File: config.mk
export PLATFORM = sky130hd
export DESIGN_NAME = cg_rvarch_instr_decode
export DESIGN_NICKNAME = d
export VERILOG_FILES = /design/src/rtl/cg_rvarch_instr_decode.sv
export SDC_FILE = /design/constraint.sdc
export NUM_CORES = 1
export LEC_CHECK = 0
export ABC_CLOCK_PERIOD_IN_PS = 2950
export BUFFER_PORTS_ARGS = -buffer_cell sky130_fd_sc_hd__clkbuf_2
export CORE_MARGIN = 8
export CORE_UTILIZATION = 55
export CTS_BUF_LIST = sky130_fd_sc_hd__clkbuf_4 sky130_fd_sc_hd__clkbuf_8 sky130_fd_sc_hd__clkbuf_16
export CTS_CLUSTER_SIZE = 12
export DETAILED_ROUTE_END_ITERATION = 12
export PLACE_DENSITY = 0.78
export SLEW_MARGIN = 40
export SYNTH_ARGS = -nofsm -noshare
export SYNTH_HDL_FRONTEND = slang
export SYNTH_SLANG_ARGS = --single-unit
File: constraint.sdc
create_clock -name i_clk -period 2.95 [get_ports i_clk]
set_input_delay 0 -clock i_clk [delete_from_list [all_inputs] [get_ports i_clk]]
set_output_delay 0 -clock i_clk [all_outputs]
set_load 0.01 [all_outputs]
File: src/rtl/cg_rvarch_instr_decode.sv
// RV32/RV64 base-ISA instruction field and immediate decoder. The decoder is
// registered and backed by a 2-entry skid buffer so the upstream ready never depends on i_ready.
module cg_rvarch_instr_decode #(
    parameter int unsigned XLEN        = 32,
    parameter int unsigned INSTR_WIDTH = 32
) (
    input  logic                   i_clk,
    input  logic                   i_rst_n,
    input  logic                   i_valid,
    output logic                   o_ready,
    input  logic [INSTR_WIDTH-1:0] i_instr,
    output logic                   o_valid,
    input  logic                   i_ready,
    output logic [6:0]             o_opcode,
    output logic [4:0]             o_rd,
    output logic [2:0]             o_funct3,
    output logic [4:0]             o_rs1,
    output logic [4:0]             o_rs2,
    output logic [6:0]             o_funct7,
    output logic [2:0]             o_fmt,
    output logic [XLEN-1:0]        o_imm,
    output logic                   o_illegal
);

    typedef enum logic [2:0] {
        FMT_R   = 3'd0,
        FMT_I   = 3'd1,
        FMT_S   = 3'd2,
        FMT_B   = 3'd3,
        FMT_U   = 3'd4,
        FMT_J   = 3'd5,
        FMT_ILL = 3'd7
    } fmt_e;

    typedef enum logic [1:0] {
        EMPTY = 2'd0,
        ONE   = 2'd1,
        TWO   = 2'd2
    } state_e;

    typedef struct packed {
        logic [6:0]      opcode;
        logic [4:0]      rd;
        logic [2:0]      funct3;
        logic [4:0]      rs1;
        logic [4:0]      rs2;
        logic [6:0]      funct7;
        fmt_e            fmt;
        logic [XLEN-1:0] imm;
        logic            illegal;
    } dec_t;

    dec_t        dec;
    logic [31:0] imm32;
    logic [31:0] instr;

    assign instr = i_instr[31:0];

    always_comb begin
        dec         = '0;
        dec.opcode  = instr[6:0];
        dec.rd      = instr[11:7];
        dec.funct3  = instr[14:12];
        dec.rs1     = instr[19:15];
        dec.rs2     = instr[24:20];
        dec.funct7  = instr[31:25];
        dec.fmt     = FMT_ILL;
        imm32       = '0;
        if (instr[1:0] == 2'b11) begin
            unique case (instr[6:0])
                7'b0000011, 7'b0001111, 7'b0010011,
                7'b1100111, 7'b1110011: dec.fmt = FMT_I;
                7'b0100011:             dec.fmt = FMT_S;
                7'b1100011:             dec.fmt = FMT_B;
                7'b0110111, 7'b0010111: dec.fmt = FMT_U;
                7'b1101111:             dec.fmt = FMT_J;
                7'b0110011:             dec.fmt = FMT_R;
                7'b0011011:             dec.fmt = (XLEN == 64) ? FMT_I : FMT_ILL;
                7'b0111011:             dec.fmt = (XLEN == 64) ? FMT_R : FMT_ILL;
                default:                dec.fmt = FMT_ILL;
            endcase
        end
        unique case (dec.fmt)
            FMT_I:   imm32 = {{20{instr[31]}}, instr[31:20]};
            FMT_S:   imm32 = {{20{instr[31]}}, instr[31:25], instr[11:7]};
            FMT_B:   imm32 = {{20{instr[31]}}, instr[7], instr[30:25], instr[11:8], 1'b0};
            FMT_U:   imm32 = {instr[31:12], 12'b0};
            FMT_J:   imm32 = {{12{instr[31]}}, instr[19:12], instr[20], instr[30:21], 1'b0};
            default: imm32 = '0;
        endcase
        dec.imm     = XLEN'($signed(imm32));
        dec.illegal = (dec.fmt == FMT_ILL);
    end

    state_e state_q, state_d;
    dec_t   out_q, out_d;
    dec_t   skid_q, skid_d;
    logic   accept, drain;

    assign o_ready = (state_q != TWO);
    assign o_valid = (state_q != EMPTY);
    assign accept  = i_valid && o_ready;
    assign drain   = o_valid && i_ready;

    always_comb begin
        state_d = state_q;
        out_d   = out_q;
        skid_d  = skid_q;
        unique case (state_q)
            EMPTY: begin
                if (accept) begin
                    out_d   = dec;
                    state_d = ONE;
                end
            end
            ONE: begin
                if (accept && drain) begin
                    out_d = dec;
                end else if (accept) begin
                    skid_d  = dec;
                    state_d = TWO;
                end else if (drain) begin
                    state_d = EMPTY;
                end
            end
            TWO: begin
                // o_ready is low here, so only a drain can happen
                if (drain) begin
                    out_d   = skid_q;
                    state_d = ONE;
                end
            end
            default: state_d = EMPTY;
        endcase
    end

    always_ff @(posedge i_clk or negedge i_rst_n) begin
        if (!i_rst_n) begin
            state_q <= EMPTY;
            out_q   <= '0;
            skid_q  <= '0;
        end else begin
            state_q <= state_d;
            out_q   <= out_d;
            skid_q  <= skid_d;
        end
    end

    assign o_opcode  = out_q.opcode;
    assign o_rd      = out_q.rd;
    assign o_funct3  = out_q.funct3;
    assign o_rs1     = out_q.rs1;
    assign o_rs2     = out_q.rs2;
    assign o_funct7  = out_q.funct7;
    assign o_fmt     = out_q.fmt;
    assign o_imm     = out_q.imm;
    assign o_illegal = out_q.illegal;

endmodule

After elaboration in Yosys (flattened, before gate mapping)
Cells that the tools add are included.
{ "word_totals": {"out_inout_bits": 70, "regBits": 138, "mem_bits_rw": 0, "elab_cells": 70, "mem_bits_ro": 0, "inputBits": 36, "n_memories": 0, "latch_bits": 0} }
{ "classes": {"n_div": 0, "n_addsub": 0, "eq_ne": 26, "multipliers": 0, "n_reduce_logical": 11, "muxes": 13, "n_bitwise": 1, "magnitude_cmp": 0, "shifts": 0} }
{ "op_table": {"columns": ["cell", "count"], "rows": [
  ["$mux 68", 3],
  ["$pmux 68 s3", 1],
  ["$pmux 32 s5", 1],
  ["$eq 7x7->1 const B", 4],
  ["$eq 7x6->1 const B", 3],
  ["$pmux 3 s6", 1],
  ["$eq 7x5->1 const B", 2],
  ["$mux 2", 5],
  ["$ne 2x2->1 const B", 5],
  ["$eq 3x3->1 const B", 3],
  ["$reduce_and 4->1", 2],
  ["$eq 7x2->1 const B", 1],
  ["$eq 7x4->1 const B", 1],
  ["$eq 3x2->1 const B", 2],
  ["$pmux 2 s3", 1],
  ["$reduce_or 5->1", 1],
  ["$eq 2x2->1 const B", 2],
  ["$eq 3x1->1 const B", 1],
  ["$logic_and 1x1->1", 3],
  ["$mux 3", 1],
  ["$ne 3x3->1 const B", 1],
  ["$reduce_and 3->1", 1],
  ["$reduce_bool 3->1", 1],
  ["$eq 2x1->1 const B", 1],
  ["other kinds (4)", 4]
]} }

Logic depth before layout (Yosys ltp)
{ "depth": {"ltp_word": 8, "depth_mapped": 7, "depth_no_buf": 6} }

Worst setup path after synthesis
Ideal clock, no wire load.
{ "synth_path": {"path_type": "reg2reg", "from": "register state_q[1]", "to": "register out_q, in the netlist o_fmt[0]", "path_buffers": 2, "required_time_ns": 2.832, "path_slack_ns": 1.395, "t_arrival_ns": 1.436, "setup_time_ns": 0.118, "path_stages_with_launch": 7, "period_less_slack_ns": 1.555, "cell_sequence": "dfrtp_1 -> and2b_1 -> inv_1 -> buf_2 -> clkbuf_1 -> a211oi_1 -> a21o_1"} }
{ "synth_via": {"elab_chain_cells": 5, "word_cells_on_any_way": 14, "classes_between": "eq/ne: 6; mux: 1; reduce/logical: 7"} }
{ "synth_rtl": {"columns": ["element", "line", "source"], "rows": [
  ["start, declared", "95", "state_e state_q, state_d;"],
  ["start signal, assigned", "143", "state_q <= state_d;"],
  ["$ne 2x2->1 / $reduce_bool 2->1 (equally long branches)", "100, 101", null],
  ["$logic_and 1x1->1 (on tied branches)", "102, 103", null],
  ["$logic_and 1x1->1", "117", "if (accept && drain) begin"],
  ["$ne 2x2->1 (no line)", null, null],
  ["$reduce_and 4->1 (no line)", null, null],
  ["end signal, assigned", "144", "out_q <= out_d;"],
  ["end, declared", "96", "dec_t out_q, out_d;"]
]} }
Several ways; a longest one is shown, not always the timed one.
A chain may end at the register's enable or synchronous reset.

Worst setup path after layout
{ "layout_path": {"from": "register state_q[1]", "to": "register out_q, in the netlist o_funct7[1]"} }
The elaborated chain is that of the path after synthesis.

==> impl_metrics.env <==
export IMPL_synthSimpleGateAreaFrac=0.2084
export IMPL_die_area_mm2=0.01522
export IMPL_setup_tns_ps=0
export IMPL_crit_type="flop to flop"
export IMPL_fillers=905
export IMPL_layout_area_overhead_vs_synth_pct=22.99
export IMPL_avgViaCountPerCell=5.891
export IMPL_cts_sinks=138
export IMPL_synth_edf_count=0
export IMPL_synthAdderAreaFrac=0.001776
export IMPL_nets=870
export IMPL_clk_pin_slew_ps=60
export IMPL_path_max_fanout=33
export IMPL_drc_errors=0
export IMPL_relSlewSlack=0.4944
export IMPL_grt_total_usage=0.2450
export IMPL_tritoncts_num_buffers=17
export IMPL_cts_setup_buffers=0
export IMPL_antenna_found_initial=1
export IMPL_fin_cells=990
export IMPL_rsz0062_at_grt="false"
export IMPL_mostFrequentLayoutCell="nand2_1"
export IMPL_synthCells=720
export IMPL_port_buffers=105
export IMPL_ys_seq_area_frac=0.5447
export IMPL_synthMuxAreaShare=0.003158
export IMPL_dieHeight_um=123.4
export IMPL_required_ps=3250
export IMPL_ys_async_sr_fraction=1.000
export IMPL_die_x_um=123.4
export IMPL_yosysTopAreaCellShare=0.5447
export IMPL_finalSetupViolCount=0
export IMPL_cts_tree="built"
export IMPL_ys_seq_elements=138
export IMPL_tightest_slew_ps=756.5
export IMPL_fin_crit_sh=0.7678
export IMPL_post_cts_resized=0
export IMPL_grt_pass1_wl_um=29260
export IMPL_routedWlPerCell_um=18.32
export IMPL_finalClockSkew_ps=7.798
export IMPL_synthesis_nets=756
export IMPL_p_leak_nw=3.649
export IMPL_syn_cell_area_mm2=0.006340
export IMPL_clk_latency_ps=420
export IMPL_avgSynthCellArea_um2=8.805
export IMPL_start_util=0.5600
export IMPL_num_io_pins=106
export IMPL_synth_area_leader_cell="dfrtp_1"
export IMPL_pwr_density_cell_mw_per_mm2=794.8
export IMPL_design_core_area_mm2=0.01132
export IMPL_cts_buffer_depth=2
export IMPL_arrival_ps=2570
export IMPL_overflow=0
export IMPL_grt_pass1_vias=5751
export IMPL_routabilityCongestion=0.9258
export IMPL_synth_top_family_by_area="simple AND/OR/NAND/NOR gates"
export IMPL_synth_xor_area_share=0
export IMPL_drt_initial_drc_count=690
export IMPL_hpwlAfterDp_um=11640
export IMPL_critPathLaunchType="flop"
export IMPL_cap_violations=0
export IMPL_synth_compound_area_share=0.2025
export IMPL_peakVddDrop_uv=509.6
export IMPL_synth_top_flop_cell="dfrtp_1"
export IMPL_hold_violations=0
export IMPL_hold_class="input port to flop"
export IMPL_endpoint_kind="flop"
export IMPL_root_buffer="clkbuf_16"
export IMPL_yosys_warnings=0
export IMPL_slew_viol_final=0
export IMPL_ys_top_cells_by_area="dfrtp_1, nand2_1, a21oi_1"
export IMPL_layout_setup_ws_ps=684.9
export IMPL_dp_worst_setup_slack_ps=735.9
export IMPL_period_needed_ps=2265
export IMPL_antenna_left=0
export IMPL_drt_pass1_iterations=8
export IMPL_vias=5832
export IMPL_max_freq_mhz=441.5
export IMPL_synth_cell_types=48
export IMPL_rows=39
export IMPL_status="completed"
export IMPL_grt_max_degree=89
export IMPL_layout_common_cells="nand2_1, dfrtp_1, clkbuf_2"
export IMPL_ctsHoldBuffers=31
export IMPL_drive_gt1_frac=0.1988
export IMPL_h_tree_depth=4
export IMPL_holdWs_ps=25.17
export IMPL_drt_total_wl_um=18140
export IMPL_place_inst=927
[cell type report]
type / count / area (um2) / share of cell area
repair buffers: 150 / 962.2 / 0.1234
inverters: 4 / 15.01 / 0.001926
multi-input cells: 523 / 2654 / 0.3403
flip-flops and latches: 138 / 3453 / 0.4429
clock buffers: 22 / 481.7 / 0.06178
diodes: 2 / 5.005 / 0.0006418
well taps: 143 / 178.9 / 0.02295
clock inverters: 8 / 47.55 / 0.006098
[registers in the layout, indices dropped and copies added, names as in the netlist]
register and cells:
skid_q 68, o_rs2 5, o_imm 32, state_q 2, o_funct3 3, o_rs1 5
o_opcode 7, o_fmt 3, o_funct7 7, o_rd 5, o_illegal 1
[report_power, final]
group	total (W)	switching [W]	internal, W
clock network	0.00191	0.000772	0.00114
logic	0.00147	0.000898	0.000570
registers	0.00282	0.000359	0.00246
[critical path: stages, from the launching register on]
cell	delay [ps]
dfrtp_1	420
and2b_2	310
inv_2	460
buf_4	430
and2_1	210
a21oi_1	50
o21ai_0	250
[routing by layer]
| metal | vias up | wire length (um) | track usage |
|---|---|---|---|
| li1 | 2720 | - | - |
| met1 | 2821 | 7581 | 0.3067 |
| met2 | 264 | 8899 | 0.3941 |
| met3 | 27 | 1367 | 0.07032 |
| met4 | 0 | 292 | 0.09782 |
| met5 | - | 0 | 0 |
[cell families after synthesis]
family | Yosys count
AO/OA/AOI/OAI | 208
adder cells (fa/ha/maj) | 1
buffers and inverters | 59
flip-flops | 138
multiplexers | 2
AND/OR/NAND/NOR | 312
[cells in the mapped netlist, types with 3 or more instances]
master	count
nor2b_1	3
o31ai_1	8
a21oi_1	67
clkbuf_1	32
o2111ai_1	11
o21ai_0	34
and3_1	3
a31oi_1	42
buf_2	20
o21ai_1	6
nand2_1	192
a22oi_1	6
dfrtp_1	138
inv_1	3
nand2b_1	3
o22ai_1	3
or3_1	9
nor2_1	75
and2_1	10
a22o_1	8
o211ai_1	11
[final timing paths]
path	depth (start not counted)	slack, ps	startpoint	to
max	6	680	state_q[1]	o_funct7[1]
min	3	30	i_instr[3]	skid_q[64]
max reg2reg	6	680	state_q[1]	o_funct7[1]
min reg2reg	2	470	skid_q[1]	skid_q[1]
max in group asynchronous	3	1870	i_rst_n	o_fmt[0]
min in group asynchronous	2	160	i_rst_n	o_funct7[4]
[per-stage QoR]
step / utilization / instance area, um2 / total power (W)
6_report: 0.6888 / 7797 / 0.006197
5_1_grt: 0.6886 / 7795 / 0.006531
4_1_cts: 0.6881 / 7790 / 0.006205
3_5_place_dp: 0.6139 / 6950 / 0.004254
3_3_place_gp: 0.6139 / 6950 / 0.004159
2_1_floorplan: - / 6340 / 0.003630
No activity file was read; power rests on OpenSTA's default activity.
